`src/rtl/joint_ramp_ctrl.sv`:
```
// joint_ramp_ctrl: velocity-command sequencer in front of one stepgen.
// Accepts target step frequencies over a valid/ready handshake and slews
// jointFreqCmd toward the active target by at most ACCEL_STEP every
// ACCEL_DIV clocks. Disable or a command-watchdog expiry forces a ramp to
// zero; a watchdog stop ends in a latched fault that enable=0 clears.
//
// Ports:
//   clk, reset    - system clock, synchronous active-high reset
//   enable        - run permission; low ramps to zero and clears a fault
//   target_freq   - signed target step frequency
//   target_valid  - target_freq is valid
//   target_ready  - a target is accepted this cycle if valid
//   jointFreqCmd  - signed frequency command to stepgen
//   at_target     - jointFreqCmd equals the effective target
//   wd_fault      - watchdog stop completed, fault latched
//   state         - 0=IDLE 1=RUN 2=STOPPING 3=FAULT
module joint_ramp_ctrl #(
  parameter int unsigned WIDTH      = 32,
  parameter int unsigned ACCEL_DIV  = 16,
  parameter int unsigned ACCEL_STEP = 4,
  parameter int unsigned WATCHDOG   = 1000
) (
  input  logic             clk,
  input  logic             reset,
  input  logic             enable,
  input  logic [WIDTH-1:0] target_freq,
  input  logic             target_valid,
  output logic             target_ready,
  output logic [WIDTH-1:0] jointFreqCmd,
  output logic             at_target,
  output logic             wd_fault,
  output logic [1:0]       state
);

  localparam int unsigned CW = $clog2(ACCEL_DIV + 1);
  localparam int unsigned WW = $clog2(WATCHDOG + 1);
  localparam logic [CW-1:0] CNT_LAST = CW'(ACCEL_DIV - 1);
  localparam logic [WW-1:0] WD_MAX   = WW'(WATCHDOG);
  localparam logic signed [WIDTH:0] STEP_X = (WIDTH+1)'(ACCEL_STEP);
  localparam logic signed [WIDTH:0] MAX_X  = {2'b00, {(WIDTH-1){1'b1}}};
  localparam logic signed [WIDTH:0] MIN_X  = {2'b11, {(WIDTH-1){1'b0}}};

  typedef enum logic [1:0] {
    S_IDLE     = 2'd0,
    S_RUN      = 2'd1,
    S_STOPPING = 2'd2,
    S_FAULT    = 2'd3
  } state_t;

  state_t                  state_q, state_d;
  logic signed [WIDTH-1:0] tgt_q, tgt_d;
  logic signed [WIDTH-1:0] freq_q, freq_d;
  logic [CW-1:0]           cnt_q, cnt_d;
  logic [WW-1:0]           wd_q, wd_d;
  logic                    wd_cause_q, wd_cause_d;
  logic                    wd_fault_q, wd_fault_d;

  logic signed [WIDTH-1:0] eff;
  logic signed [WIDTH:0]   f_x, e_x, step_x;
  logic signed [WIDTH-1:0] ramped;
  logic                    accept, upd;

  always_comb begin
    target_ready = enable && !reset && (state_q == S_IDLE || state_q == S_RUN);
    accept       = target_valid && target_ready;
    eff          = (state_q == S_RUN) ? tgt_q : '0;

    // One ramp step computed one bit wider so the +/- step cannot wrap.
    f_x = {freq_q[WIDTH-1], freq_q};
    e_x = {eff[WIDTH-1], eff};
    if (f_x < e_x) begin
      step_x = f_x + STEP_X;
      if (step_x > e_x) step_x = e_x;
    end else if (f_x > e_x) begin
      step_x = f_x - STEP_X;
      if (step_x < e_x) step_x = e_x;
    end else begin
      step_x = f_x;
    end
    if (step_x > MAX_X) step_x = MAX_X;
    else if (step_x < MIN_X) step_x = MIN_X;

    // A step that would flip the sign lands on exactly zero, so stepgen
    // sees a full ramp period at zero before any direction change.
    if ((freq_q != '0) && (step_x != '0) && (step_x[WIDTH] != freq_q[WIDTH-1]))
      ramped = '0;
    else
      ramped = step_x[WIDTH-1:0];

    state_d    = state_q;
    tgt_d      = tgt_q;
    freq_d     = freq_q;
    cnt_d      = cnt_q;
    wd_d       = wd_q;
    wd_cause_d = wd_cause_q;

    if (accept) tgt_d = target_freq;

    upd = 1'b0;
    if (state_q == S_IDLE || state_q == S_FAULT) begin
      cnt_d  = '0;
      freq_d = '0;
    end else begin
      upd   = (cnt_q == CNT_LAST);
      cnt_d = upd ? '0 : cnt_q + CW'(1);
      if (upd) freq_d = ramped;
    end

    if (state_q != S_RUN || accept)
      wd_d = '0;
    else if ((freq_q != '0 || tgt_q != '0) && wd_q != WD_MAX)
      wd_d = wd_q + WW'(1);

    unique case (state_q)
      S_IDLE: if (accept) state_d = S_RUN;
      S_RUN: begin
        if (accept) begin
          state_d = S_RUN;
        end else if (!enable) begin
          state_d    = S_STOPPING;
          wd_cause_d = 1'b0;
        end else if (wd_q == WD_MAX) begin
          state_d    = S_STOPPING;
          wd_cause_d = 1'b1;
        end else if (tgt_q == '0 && freq_q == '0) begin
          state_d = S_IDLE;
        end
      end
      S_STOPPING: if (freq_q == '0) state_d = wd_cause_q ? S_FAULT : S_IDLE;
      S_FAULT:    if (!enable) state_d = S_IDLE;
      default:    state_d = S_IDLE;
    endcase

    wd_fault_d = (state_d == S_FAULT);
  end

  always_ff @(posedge clk) begin
    if (reset) begin
      state_q    <= S_IDLE;
      tgt_q      <= '0;
      freq_q     <= '0;
      cnt_q      <= '0;
      wd_q       <= '0;
      wd_cause_q <= 1'b0;
      wd_fault_q <= 1'b0;
    end else begin
      state_q    <= state_d;
      tgt_q      <= tgt_d;
      freq_q     <= freq_d;
      cnt_q      <= cnt_d;
      wd_q       <= wd_d;
      wd_cause_q <= wd_cause_d;
      wd_fault_q <= wd_fault_d;
    end
  end

  assign jointFreqCmd = freq_q;
  assign at_target    = (freq_q == eff);
  assign wd_fault     = wd_fault_q;
  assign state        = state_q;

endmodule

```
`config.mk`:
```
export PLATFORM = sky130hd
export DESIGN_NAME = joint_ramp_ctrl
export DESIGN_NICKNAME = d
export VERILOG_FILES = /design/src/rtl/joint_ramp_ctrl.sv
export SDC_FILE = /design/constraint.sdc
export NUM_CORES = 1
export LEC_CHECK = 0
export ABC_AREA = 0
export CAP_MARGIN = 5
export CORE_MARGIN = 4
export CORE_UTILIZATION = 25
export DETAILED_ROUTE_END_ITERATION = 8
export SYNTH_ARGS = -nofsm -noshare
export SYNTH_HDL_FRONTEND = slang
export SYNTH_SLANG_ARGS = --single-unit
```
`constraint.sdc`:
```
create_clock -name clk -period 5.1 [get_ports clk]
set_clock_uncertainty 0.1 [all_clocks]
set_input_delay 1.02 -clock clk [delete_from_list [all_inputs] [get_ports clk]]
set_output_delay 1.02 -clock clk [all_outputs]
set_load 0.01 [all_outputs]
```
==> impl_metrics.py <==
metrics = {
    "outcome": {
        "status": "finished with violations",
        "violations": "setup timing",
    },
    "cts": {
        "cts_buffers": 9,
        "clk_latency_ps": 370,
        "cts.path.max_buffers": 2,
        "clockRootBuffer": "clkbuf_16",
        "cts_tree": "built",
        "hold_buffers": 0,
        "h-tree-depth": 3,
        "clkTransAtPathRegs_ps": 70,
        "clock-sinks": 83,
    },
    "logic_synthesis": {
        "yosysWarnings": 0,
        "syn_nets": 1340,
        "synth_top_family_by_area": "simple AND/OR/NAND/NOR gates",
        "synth_simple_gate_area_share_pct": 29.6,
        "synth-edff-count": 0,
        "synth.area.mux_share_pct": 2.13,
        "synth_area_leaders": "dfxtp_1, ha_1, nand2_1",
        "synth_cell_type_count": 105,
        "ys_async_sr_fraction_pct": 0,
        "synth-xor-area-share_pct": 6.29,
        "ys_seq_area_share_pct": 17.9,
        "synth_compound_area_share_pct": 23.7,
        "synth_top_cell_area_share_pct": 17.9,
        "syn_inst": 1201,
        "syn_avg_cell_area_um2": 7.74,
        "syn-cell-area_um2": 9290,
        "yosys_register_bits": 83,
        "synth_ff_type": "dfxtp_1",
        "synth_top_cell_by_area": "dfxtp_1",
        "synth_fa_ha_area_share_pct": 13.9,
    },
    "global_route": {
        "grt_pass1_wl_um": 68000,
        "antenna_found_initial": 0,
        "grt_pass1_vias": 10800,
        "track_usage_pct": 21.9,
        "grt-ovfl-total": 0,
        "grt_max_degree": 40,
    },
    "sta": {
        "drv_slew": 0,
        "fin_ws_ps": -428,
        "rsz0062_at_grt": "true",
        "setup_viol": 31,
        "period_share_pct": 108,
        "finalHoldViolCount": 0,
        "tns_ps": -11170,
        "fmax_mhz": 181,
        "worst_pin_slew_ps": 1020,
        "fin_crit_ps": 5530,
        "holdWs_ps": 360,
        "relSlewSlack_pct": 31.3,
    },
    "finish": {
        "multi_input_area_um2": 7380,
        "ff_latch_area_um2": 1670,
        "layout_commonest_cell": "buf_4",
        "fillers": 3749,
        "layout-drive-gt1-share_pct": 31.6,
        "nNetsFinal": 1674,
        "area_growth_syn_to_layout_pct": 46.6,
        "final_cell_mix": "buf_4, nand2_1, ha_1",
    },
    "drt": {
        "detail-route-antenna-nets": 0,
        "vias_per_cell": 5.49,
        "route.detailed.drc": 0,
        "wire_per_inst_um": 22.9,
        "vias": 11000,
        "dr.pass1.iters": 7,
        "wl_um": 46000,
        "drtIter0Drc": 976,
    },
    "power_and_ir_drop": {
        "p_int_uw": 4790,
        "power_frac_seq_pct": 7.9,
        "peakVddDrop_v": 0.000334,
        "sw_frac_of_total_pct": 49.6,
        "power_switching_uw": 4710,
        "power_frac_comb_pct": 84.9,
        "clockPowerShare_pct": 7.2,
        "power.density_nw_per_um2": 697,
        "p_leak_uw": 0.00580,
    },
    "worst_hold_path": {
        "hp-class": "reg -> reg",
    },
    "die": {
        "die_w_um": 201,
        "pin_count": 73,
        "rows": 70,
        "dieHeight_um": 201,
        "die-area_um2": 40300,
        "core_um2": 36600,
        "start_util_pct": 25.4,
    },
    "placement": {
        "port-buffer-count": 72,
        "hpwl_um": 36300,
        "place.gp.congestion": 0.986,
    },
    "critical_path": {
        "cp-start-kind": "register",
        "path_class": "reg -> reg",
        "arrival_ps": 5730,
        "critical_path.max_fanout": 7,
        "cp.required_ps": 5300,
        "worst_setup_path_end_kind": "register",
    },
    "job": {
        "cap_viol_max_count": 0,
    },
}
## repair_timing
| item | in CTS | in global routing |
|---|---|---|
| buffers inserted | 19 | 6 |
| cloned | 1 | 1 |
| gates resized for setup | 36 | 34 |
| pin swaps | 26 | 25 |
| endpoints found under the setup margin | 32 | 32 |
## power by group through the flow
stage | registers [uW] | clock network [uW] | logic [uW]
after floorplan | 759 | 0 | 3890
after global placement | 760 | 0 | 7230
after detailed placement | 760 | 0 | 7230
after CTS | 746 | 686 | 7590
after global routing | 752 | 709 | 8450
final | 747 | 683 | 8070
## worst max-delay path, cell delays in order (launching register included)
cell and delay [ps]:
dfxtp_2 330, or4_4 580, buf_4 160, or3_1 340
nor4b_1 300, buf_4 170, xor2_1 190, ha_1 280
nand2_1 150, o21ai_0 190, a22oi_2 450, buf_12 160
a31oi_4 100, nor3_4 230, mux2i_2 290, a32oi_2 200
nor4b_2 270, buf_4 180, and4_1 170, nand4_1 150
buf_6 190, buf_12 150, a21oi_2 120
## cell usage after synthesis (7+ instances only)
master	count
nor2_1	83
a221oi_1	15
a31oi_1	17
dfxtp_1	83
o21ai_1	9
and4_1	13
nand4_1	39
a22o_1	9
a21oi_2	19
nor3_1	20
a21oi_1	81
a21o_1	7
clkbuf_1	45
inv_1	36
ha_1	103
buf_4	8
buf_6	8
and2_1	13
buf_2	22
or4_1	7
o31ai_1	12
a211oi_1	11
nor4_1	18
nor3b_1	8
nor2b_1	9
xor2_1	21
or3_1	9
nand3b_1	36
xnor2_1	42
mux2i_1	13
nand2_1	160
and3_1	13
nand2b_1	7
o21ai_0	31
nand3_1	37
## registers in the layout, summed over array words and instances, names as in the netlist
name	cells
wd_q	10
wd_cause_q	1
wd_fault	1
cnt_q	5
tgt_q	32
jointFreqCmd	32
state	2
## metrics by stage
stage	setup slack [ps]	utilization (%)	std cells	power, uW	area [um2]
2_1_floorplan	0.704	-	1201	4650	9410
3_3_place_gp	-664	34.9	1968	7990	12800
3_5_place_dp	-671	34.9	1968	7990	12800
4_1_cts	-384	36.7	2002	9020	13400
5_1_grt	-605	37.2	2008	9910	13600
6_report	-428	37.2	2009	9500	13600
## cells by family after synthesis
logic type | Yosys count
fa+ha+maj | 103
xor+xnor | 65
compound gates | 301
simple gates | 504
buf+inv | 126
mux | 19
flops | 83
## final timing paths
kind / end / from / slack, ps / depth (start not counted)
setup reg to reg: jointFreqCmd[7] / jointFreqCmd[14] / -430 / 22
hold reg to reg: cnt_q[0] / cnt_q[0] / 360 / 1
setup / recovery: jointFreqCmd[7] / jointFreqCmd[14] / -430 / 22
hold / removal: cnt_q[0] / cnt_q[0] / 360 / 1
## area by class of cell
class | count | area share, %
inverters | 37 | 1.02
multi-input cells | 992 | 54.2
well taps | 468 | 4.30
diodes | 1 | 0.0184
clock buffers | 10 | 1.75
flip-flops and latches | 83 | 12.3
repair buffers | 412 | 26.0
clock inverters | 6 | 0.386
## layer usage
metal / up-vias / wire, um / GRT usage (%)
met3: 103 / 3050 / 2.50
met1: 5318 / 19800 / 28.9
met2: 464 / 21300 / 36.4
met4: 0 / 1990 / 9.44
li1: 5135 / - / -
met5: - / 0 / 0
No activity file was read; power rests on OpenSTA's default activity.
